==> src/rtl/data_sram_ctrl_pkg.sv <==
// Shared types and constants for the MEM-stage data SRAM bridge.
// Holds the FSM state type and the pipeline-wide signal values.
package data_sram_ctrl_pkg;

    typedef enum logic [1:0] {
        S_IDLE  = 2'd0,
        S_WAIT  = 2'd1,
        S_DRAIN = 2'd2,
        S_DONE  = 2'd3
    } state_t;

    localparam logic        STOP        = 1'b1;
    localparam logic        NOSTOP      = 1'b0;
    localparam logic        CHIPENABLE  = 1'b1;
    localparam logic        WRITEENABLE = 1'b1;
    localparam logic [31:0] ZEROWORD    = 32'h0000_0000;
    localparam int          SRAM_ADDR_W = 18;

endpackage

==> src/rtl/data_sram_ctrl.sv <==
// MEM-stage to single-port SRAM bridge with variable ack latency.
// Registers one request, stalls the pipe until ack/timeout, returns read data.
module data_sram_ctrl
    import data_sram_ctrl_pkg::*;
#(
    parameter int ADDR_W  = SRAM_ADDR_W,
    parameter int TIMEOUT = 255
) (
    input  logic              clk,
    input  logic              rst,
    input  logic              mem_ce_i,
    input  logic              mem_we_i,
    input  logic [31:0]       mem_addr_i,
    input  logic [3:0]        mem_sel_i,
    input  logic [31:0]       mem_data_i,
    input  logic              stall_i,
    input  logic              flush_i,
    output logic [31:0]       mem_data_o,
    output logic              stallreq_o,
    output logic              bus_err_o,
    output logic              sram_req_o,
    output logic              sram_we_o,
    output logic [ADDR_W-1:0] sram_addr_o,
    output logic [3:0]        sram_be_o,
    output logic [31:0]       sram_wdata_o,
    input  logic [31:0]       sram_rdata_i,
    input  logic              sram_ack_i
);

    localparam int              CNT_W   = $clog2(TIMEOUT + 1);
    localparam logic [CNT_W-1:0] CNT_MAX = CNT_W'(TIMEOUT);

    state_t           state;
    state_t           state_n;
    logic [CNT_W-1:0] cnt;
    logic [31:0]      hold;
    logic             accept;
    logic             at_max;
    logic             rd_cap;
    logic             tmo_err;
    logic             req_drop;
    logic             cnt_inc;
    logic             unused_addr;

    assign unused_addr = ^{mem_addr_i[31:ADDR_W+2], mem_addr_i[1:0]};

    assign at_max = (cnt == CNT_MAX);
    assign accept = (state == S_IDLE) && (mem_ce_i == CHIPENABLE) && !flush_i;

    assign stallreq_o = (accept || state == S_WAIT || state == S_DRAIN)
                      ? STOP : NOSTOP;
    assign mem_data_o = hold;

    always_ff @(posedge clk) begin
        if (!rst) begin
            state <= S_IDLE;
        end else begin
            state <= state_n;
        end
    end

    always_comb begin
        state_n  = state;
        rd_cap   = 1'b0;
        tmo_err  = 1'b0;
        req_drop = 1'b0;
        cnt_inc  = 1'b0;
        unique case (state)
            S_IDLE: begin
                if (accept) begin
                    state_n = S_WAIT;
                end
            end
            S_WAIT: begin
                // ack beats both flush-to-drain and timeout
                if (sram_ack_i) begin
                    req_drop = 1'b1;
                    if (flush_i) begin
                        state_n = S_IDLE;
                    end else begin
                        state_n = S_DONE;
                        rd_cap  = (sram_we_o != WRITEENABLE);
                    end
                end else if (flush_i) begin
                    state_n = S_DRAIN;
                end else if (at_max) begin
                    req_drop = 1'b1;
                    tmo_err  = 1'b1;
                    state_n  = S_DONE;
                end else begin
                    cnt_inc = 1'b1;
                end
            end
            S_DRAIN: begin
                if (sram_ack_i || at_max) begin
                    req_drop = 1'b1;
                    state_n  = S_IDLE;
                end else begin
                    cnt_inc = 1'b1;
                end
            end
            S_DONE: begin
                if (flush_i || !stall_i) begin
                    state_n = S_IDLE;
                end
            end
            default: begin
                state_n = S_IDLE;
            end
        endcase
    end

    always_ff @(posedge clk) begin
        if (!rst) begin
            sram_req_o   <= 1'b0;
            sram_we_o    <= 1'b0;
            sram_addr_o  <= '0;
            sram_be_o    <= 4'h0;
            sram_wdata_o <= ZEROWORD;
            hold         <= ZEROWORD;
            bus_err_o    <= 1'b0;
            cnt          <= '0;
        end else begin
            bus_err_o <= 1'b0;
            if (accept) begin
                sram_req_o   <= 1'b1;
                sram_we_o    <= mem_we_i;
                sram_addr_o  <= mem_addr_i[ADDR_W+1:2];
                sram_be_o    <= mem_sel_i;
                sram_wdata_o <= mem_data_i;
                cnt          <= '0;
            end
            if (req_drop) begin
                sram_req_o <= 1'b0;
            end
            if (rd_cap) begin
                hold <= sram_rdata_i;
            end
            if (tmo_err) begin
                hold      <= ZEROWORD;
                bus_err_o <= 1'b1;
            end
            if (cnt_inc) begin
                cnt <= cnt + 1'b1;
            end
        end
    end

endmodule

==> config.mk <==
export PLATFORM = sky130hd
export DESIGN_NAME = data_sram_ctrl
export DESIGN_NICKNAME = d
export VERILOG_FILES = /design/src/rtl/data_sram_ctrl_pkg.sv /design/src/rtl/data_sram_ctrl.sv
export SDC_FILE = /design/constraint.sdc
export NUM_CORES = 1
export LEC_CHECK = 0
export CORE_AREA = 4 4 109 111
export CTS_BUF_LIST = sky130_fd_sc_hd__clkbuf_8
export CTS_CLUSTER_SIZE = 28
export DETAILED_ROUTE_END_ITERATION = 10
export DIE_AREA = 0 0 113 115
export GPL_ROUTABILITY_DRIVEN = 1
export MAX_ROUTING_LAYER = met4
export PLACE_DENSITY = 0.85
export RECOVER_POWER = 100
export SYNTH_ARGS = -nofsm -noshare
export SYNTH_HDL_FRONTEND = slang
export SYNTH_SLANG_ARGS = --single-unit
==> constraint.sdc <==
create_clock -name clk -period 1.8 [get_ports clk]
set_input_delay 0.45 -clock clk [delete_from_list [all_inputs] [get_ports clk]]
set_output_delay 0.45 -clock clk [all_outputs]
set_load 0.02 [all_outputs]
Word-level counts from Yosys, hierarchy flattened
Cells that the tools add are included.
Widths: inputs -> output; s select.
Word-level totals
  register bits: 99
  input port bits: 107
  output and inout bits: 90
  logic and storage cells: 60
Operators by class
  add/sub/neg operators: 1
  eq/ne operators: 8
  muxes and demuxes: 27
  bitwise logic cells: 2
  reduce and logical (&&, ||, !) cells: 13
Operators with widths (count)
  $mux 8: 2
  $mux 1: 15
  $mux 2: 7
  $add 8x1->8 const B: 1
  $eq 8x8->1 const B: 1
  $pmux 2 s4: 1
  $eq 2x2->1 const B: 2
  $logic_or 1x1->1: 4
  $ne 2x2->1 const B: 2
  $ne 4x4->1 const B: 1
  $pmux 1 s2: 2
  $reduce_and 4->1: 1
  $reduce_or 2->1: 2
  $eq 2x1->1 const B: 1
  $logic_and 1x1->1: 2
  $logic_not 1->1: 2
  $logic_not 2->1: 1
  $ne 2x1->1 const B: 1
  $not 1->1: 2
  $reduce_bool 2->1: 1

Longest topological paths before layout
  depth after elaboration: 6
  depth in mapped cells: 7
  gate-level depth less buffers: 6

Least setup slack after synthesis
No wires, ideal clock.
  kind: reg2out
  start point: register state[0]
  end point: output port stallreq_o
  arrival time: 1.325 ns
  data required time: 1.350 ns
  path slack: 0.025 ns
  stages on the path, launching flop included: 6
  path buffers: 1
  path through: dfxtp_1 > inv_1 > ha_1 > nor3b_1 > buf_2 > or3_1
Between the ends
  longest elaborated chain between the ends: 6
  elaborated cells between the ends (all ways): 8
  those cells by class: eq/ne: 2; mux: 1; reduce/logical: 5
Ends and longest elaborated chain
  start, declared: line data_sram_ctrl.sv:33  | state_t state;
  start signal, assigned: line data_sram_ctrl.sv:58  | state <= state_n;
  $logic_not 2->1: line data_sram_ctrl.sv:48  | assign accept = (state == S_IDLE) && (mem_ce_i == CHIPENABLE) && !flush_i;
  $logic_and 1x1->1 (2 in a row): line data_sram_ctrl.sv:48
  $logic_or 1x1->1: line data_sram_ctrl.sv:50  | assign stallreq_o = (accept || state == S_WAIT || state == S_DRAIN)
  $logic_or 1x1->1 (*): line data_sram_ctrl.sv:50
  $mux 1 (*): line data_sram_ctrl.sv:51  | ? STOP : NOSTOP;
  end, declared: line data_sram_ctrl.sv:19  | output logic stallreq_o,
Mark *: on every way between the ends. The rest lies on a longest branch, timed or not.

Worst setup path in the final report
  start point: input port mem_ce_i
  end point: output port stallreq_o
Between the ends
  longest elaborated chain between the ends: 5
Ends and longest elaborated chain
  start, declared: line data_sram_ctrl.sv:11  | input logic mem_ce_i,
  $logic_and 1x1->1 (2 in a row): line data_sram_ctrl.sv:48
  $logic_or 1x1->1 (2 in a row): line data_sram_ctrl.sv:50
  $mux 1: line data_sram_ctrl.sv:51
Every way passes these cells.

==> metrics list <==
* Status: finished with violations
* Violations in the final reports: negative setup slack
- Number of global-route vias before repair: 3848
* Clk Latency, worst-skew pair: between 0.3 and 0.4 ns
- When the netlist entered floorplanning its net count stood at 573.
- Final Total Pwr: between 5 and 6 mW
- Most used cells in the layout excluding fill and tap cells: sky130_fd_sc_hd__nand2_1 (173), sky130_fd_sc_hd__clkdlybuf4s50_1 (128), sky130_fd_sc_hd__dfxtp_1 (95)
- Across the VDD grid, the largest voltage drop is 500.9 µV.
- Setup repair after global routing missed its margin: true
* Slew margin rel.: 0.6349
* Launch point of the critical path: mem_ce_i
* Effective utilization at floorplan: 0.3646
- On the final layout, the worst hold slack is 0.4534 ns.
- Summed area of non-filler cells in the final layout: 0.006233 mm²
* Inserted Clock Buffers: 9
* CP Cell Sequence: clkdlybuf4s50_1 -> inv_1 -> nor3b_4 -> or3_1 -> buf_6
* Largest driver fanout on the critical path: 2
- Share of the cycle needed by the critical path after routing: 1.115
- The floorplan has 38 rows.
* Number of warnings reported in the yosys synthesis log: 0
- Leak pwr: 2.238 nW
- In the final routed layout, each cell accounts on average for between 10 and 15 µm.
- Overall via count from detail_route: roughly 3900
- The kind of cell with the highest combined delay along the critical path is buffers and inverters.
- On the final layout, the worst clock skew is around 0.0064 ns.
- Final setup fails: 33
- Max-cap violations in this run came to 0.
- Final Routed Wirelength: between 10000 and 15000 µm
* Root Buffer Master: sky130_fd_sc_hd__clkbuf_8
* Setup CP Type: primary input to output pin
* Count of final hold-check violations: 0
- Number of antenna violations at the first check in global routing: 1
- The H-tree was split into 3 levels.
- Measured in cells, the most critical reg-to-reg path has a length of 10.
* FMAX: 498.4 MHz
* Post-DP Area: 0.006083 mm²
- Number of iterations in the first detailed-routing pass: 4
- Final weighted congestion in routability-driven placement: 0.8906
* Pwr dens: roughly 900 mW/mm²
- Area of the die: 0.01300 mm²
- Share of the core filled with cells in the final layout: 0.5776
* I/O Buffers: 182
- In this run the critical register-to-register path is launched from state[0].
* Detailed-route DRC error count: 0
- Fraction of layout cells with a size suffix above 1: 0.1529
- Summed over all nets, wire length on met2 after detailed routing comes to 5867 µm.
* Clk pin slew, worst setup/hold paths: about 0.080 ns
- In the final routing, the length of wire on met1 measures 4588 µm.
- The critical path ends at stallreq_o.
- Count of distinct cell types in the synthesized netlist: 50
* Maximum number of pins on one net before global-route repair: 59
* GRT overflow: 0
- Met3 wire length: 981 µm
- In this run the register-to-register setup slack is -0.12 ns.
* Die extent in y: 115 µm
- Crit path arrival time: 1.56 ns
- Mean instance size in the synthesized netlist: about 8.5 µm²
- Portion of the post-synthesis area used by sequential elements: 0.5037
* Most common cell after layout, fill and taps aside: sky130_fd_sc_hd__nand2_1
- The first global-routing pass estimated 17490 µm of wire.
- After legalization and detailed placement, the total HPWL measured 8211 µm.
- After layout, the minimum clock period comes to 2.007 ns.
- After layout, the worst setup slack is -0.2065 ns.
- Gate count after technology mapping: 461
* Number of buffer and inverter instances along the worst setup path: 3
* Type of element capturing the critical path: output pin
- In this run the top signal layer used is met4.
- Counting buffers and inverters, the worst setup path is 5 cells deep.
* Die outline width: 113 µm
- Register bit total from synthesis: 99
* Required arrival time at the worst endpoint: roughly 1.4 ns
* Placeable core region: ~0.011 mm²
- Maximum clock insertion buffer count: 2
* Largest stage delay on the critical path: 0.43 ns
- Ports placed on the boundary: 197
- Routed vias/inst: 4.842
- Layout overhead on the synthesized area: 58.41%
* Post-route antenna net violation count: 0
- The tree built by TritonCTS fans out to between 90 and 100 sinks.
- Pins over their slew limit: 0
* Overall track demand over capacity in global routing: 0.1666
- Worst hold path type: register to register
- TritonCTS built the clock tree.
- Synth Cell Area: 0.003935 mm²
- The slowest stage of the critical path is the sky130_fd_sc_hd__clkdlybuf4s50_1 cell.
- Count of nets after finishing: between 700 and 800
- STA classifies the critical path startpoint as a primary input.
* Worst flop-to-flop path endpoint: mem_data_o[15]
- For the pin with the worst max-slew slack, the measured transition is about 0.55 ns.
- Detailed router's first-iteration violation count: 144
==> synth_stat cells (all sizes together) <==
library cell / n / share of area
a211o: 2 / 0.0048
a211oi: 2 / 0.0051
a21boi: 56 / 0.11
a21o: 3 / 0.0057
a21oi: 32 / 0.050
and2b: 1 / 0.0019
and3: 1 / 0.0016
buf: 15 / 0.023
clkbuf: 14 / 0.014
dfxtp: 99 / 0.50
ha: 5 / 0.016
inv: 3 / 0.0029
mux2i: 2 / 0.0051
nand2: 180 / 0.17
nand2b: 1 / 0.0016
nand3: 4 / 0.0064
nand3b: 3 / 0.0057
nand4: 1 / 0.0016
nor2: 3 / 0.0029
nor2b: 1 / 0.0016
nor3: 2 / 0.0025
nor3b: 3 / 0.0070
nor4b: 2 / 0.0045
o211a: 2 / 0.0051
o211ai: 2 / 0.0051
o21a: 1 / 0.0019
o21ai: 6 / 0.0076
o21ba: 1 / 0.0025
o221a: 1 / 0.0029
o2bb2ai: 2 / 0.0045
o311ai: 1 / 0.0022
o31ai: 2 / 0.0073
or2: 1 / 0.0022
or2b: 1 / 0.0019
or3: 3 / 0.0051
or4: 1 / 0.0019
xor2: 2 / 0.0045
==> registers in the layout, indices dropped and copies added (netlist names) <==
signal,count
bus_err_o,1
cnt,8
mem_data_o,32
sram_addr_o,18
sram_be_o,4
sram_req_o,1
sram_wdata_o,32
sram_we_o,1
state,2
==> layer usage <==
layer / vias up / GRT usage
li1: 1929 / -
met1: 1797 / 0.1880
met2: 161 / 0.2741
met3: 25 / 0.05316
met4: 0 / 0.06811
met5: - / -
==> stage by stage <==
step	setup WS [ns]	instances	TNS [ns]
2_1_floorplan	0.02496	461	0
4_1_cts	-0.1840	800	-0.1840
5_1_grt	-0.2316	808	-7.231
3_3_place_gp	-0.5611	784	-21.59
6_report	-0.2065	808	-1.263
3_5_place_dp	-0.5587	784	-26.83
==> cells by family after synthesis <==
family	after synthesis	share of synthesized area
and+or+nand+nor	208	0.2200
adders and majority gates	5	0.01590
DFF	99	0.5037
muxes	2	0.005088
xor gates and xnor gates	2	0.004452
buffers and inverters	32	0.03911
AOI/OAI and AO/OA	113	0.2118
==> tightest hold or removal path, delay by kind of cell (launching register included) <==
family	cells	cell delay (ns)
flops	1	0.31
simple gates	1	0.05
compound gates	1	0.05
==> final cells by class <==
cell class	count	area (µm²)
diodes	1	2.502
clock buffers	10	137.6
clock inverters	6	50.05
fillers	939	4559
inverters	3	11.26
multi-input cells	330	1917
flip-flops and latches	99	1989
well taps	140	175.2
repair buffers	219	1951
==> power by group <==
part | leakage (nW) | total [mW] | switching (mW) | internal, mW
clock | 0.111 | 1.36 | 0.697 | 0.660
sequential | 0.806 | 2.48 | 0.101 | 2.38
combinational | 1.32 | 1.77 | 0.924 | 0.846
total | 2.24 | 5.61 | 1.72 | 3.89
==> worst min-delay path by stage <==
stage | from | cells after the start | to
3_5_place_dp | mem_data_o[28] | 2 | mem_data_o[28]
6_report | mem_data_o[28] | 2 | mem_data_o[28]
3_3_place_gp | sram_addr_o[3] | 2 | sram_addr_o[3]
2_1_floorplan | cnt[7] | 1 | cnt[7]
4_1_cts | rst | 3 | state[0]
5_1_grt | rst | 3 | state[0]
==> repair_timing <==
item                                    in CTS  in global routing
gates cloned                                 0                  5
buffers inserted                             0                  2
endpoints found under the setup margin       4                136
resized for setup                           18                 77
pin swaps                                    2                 26
hold buffers                                 0                  0
(Power assumes the default switching activity.)
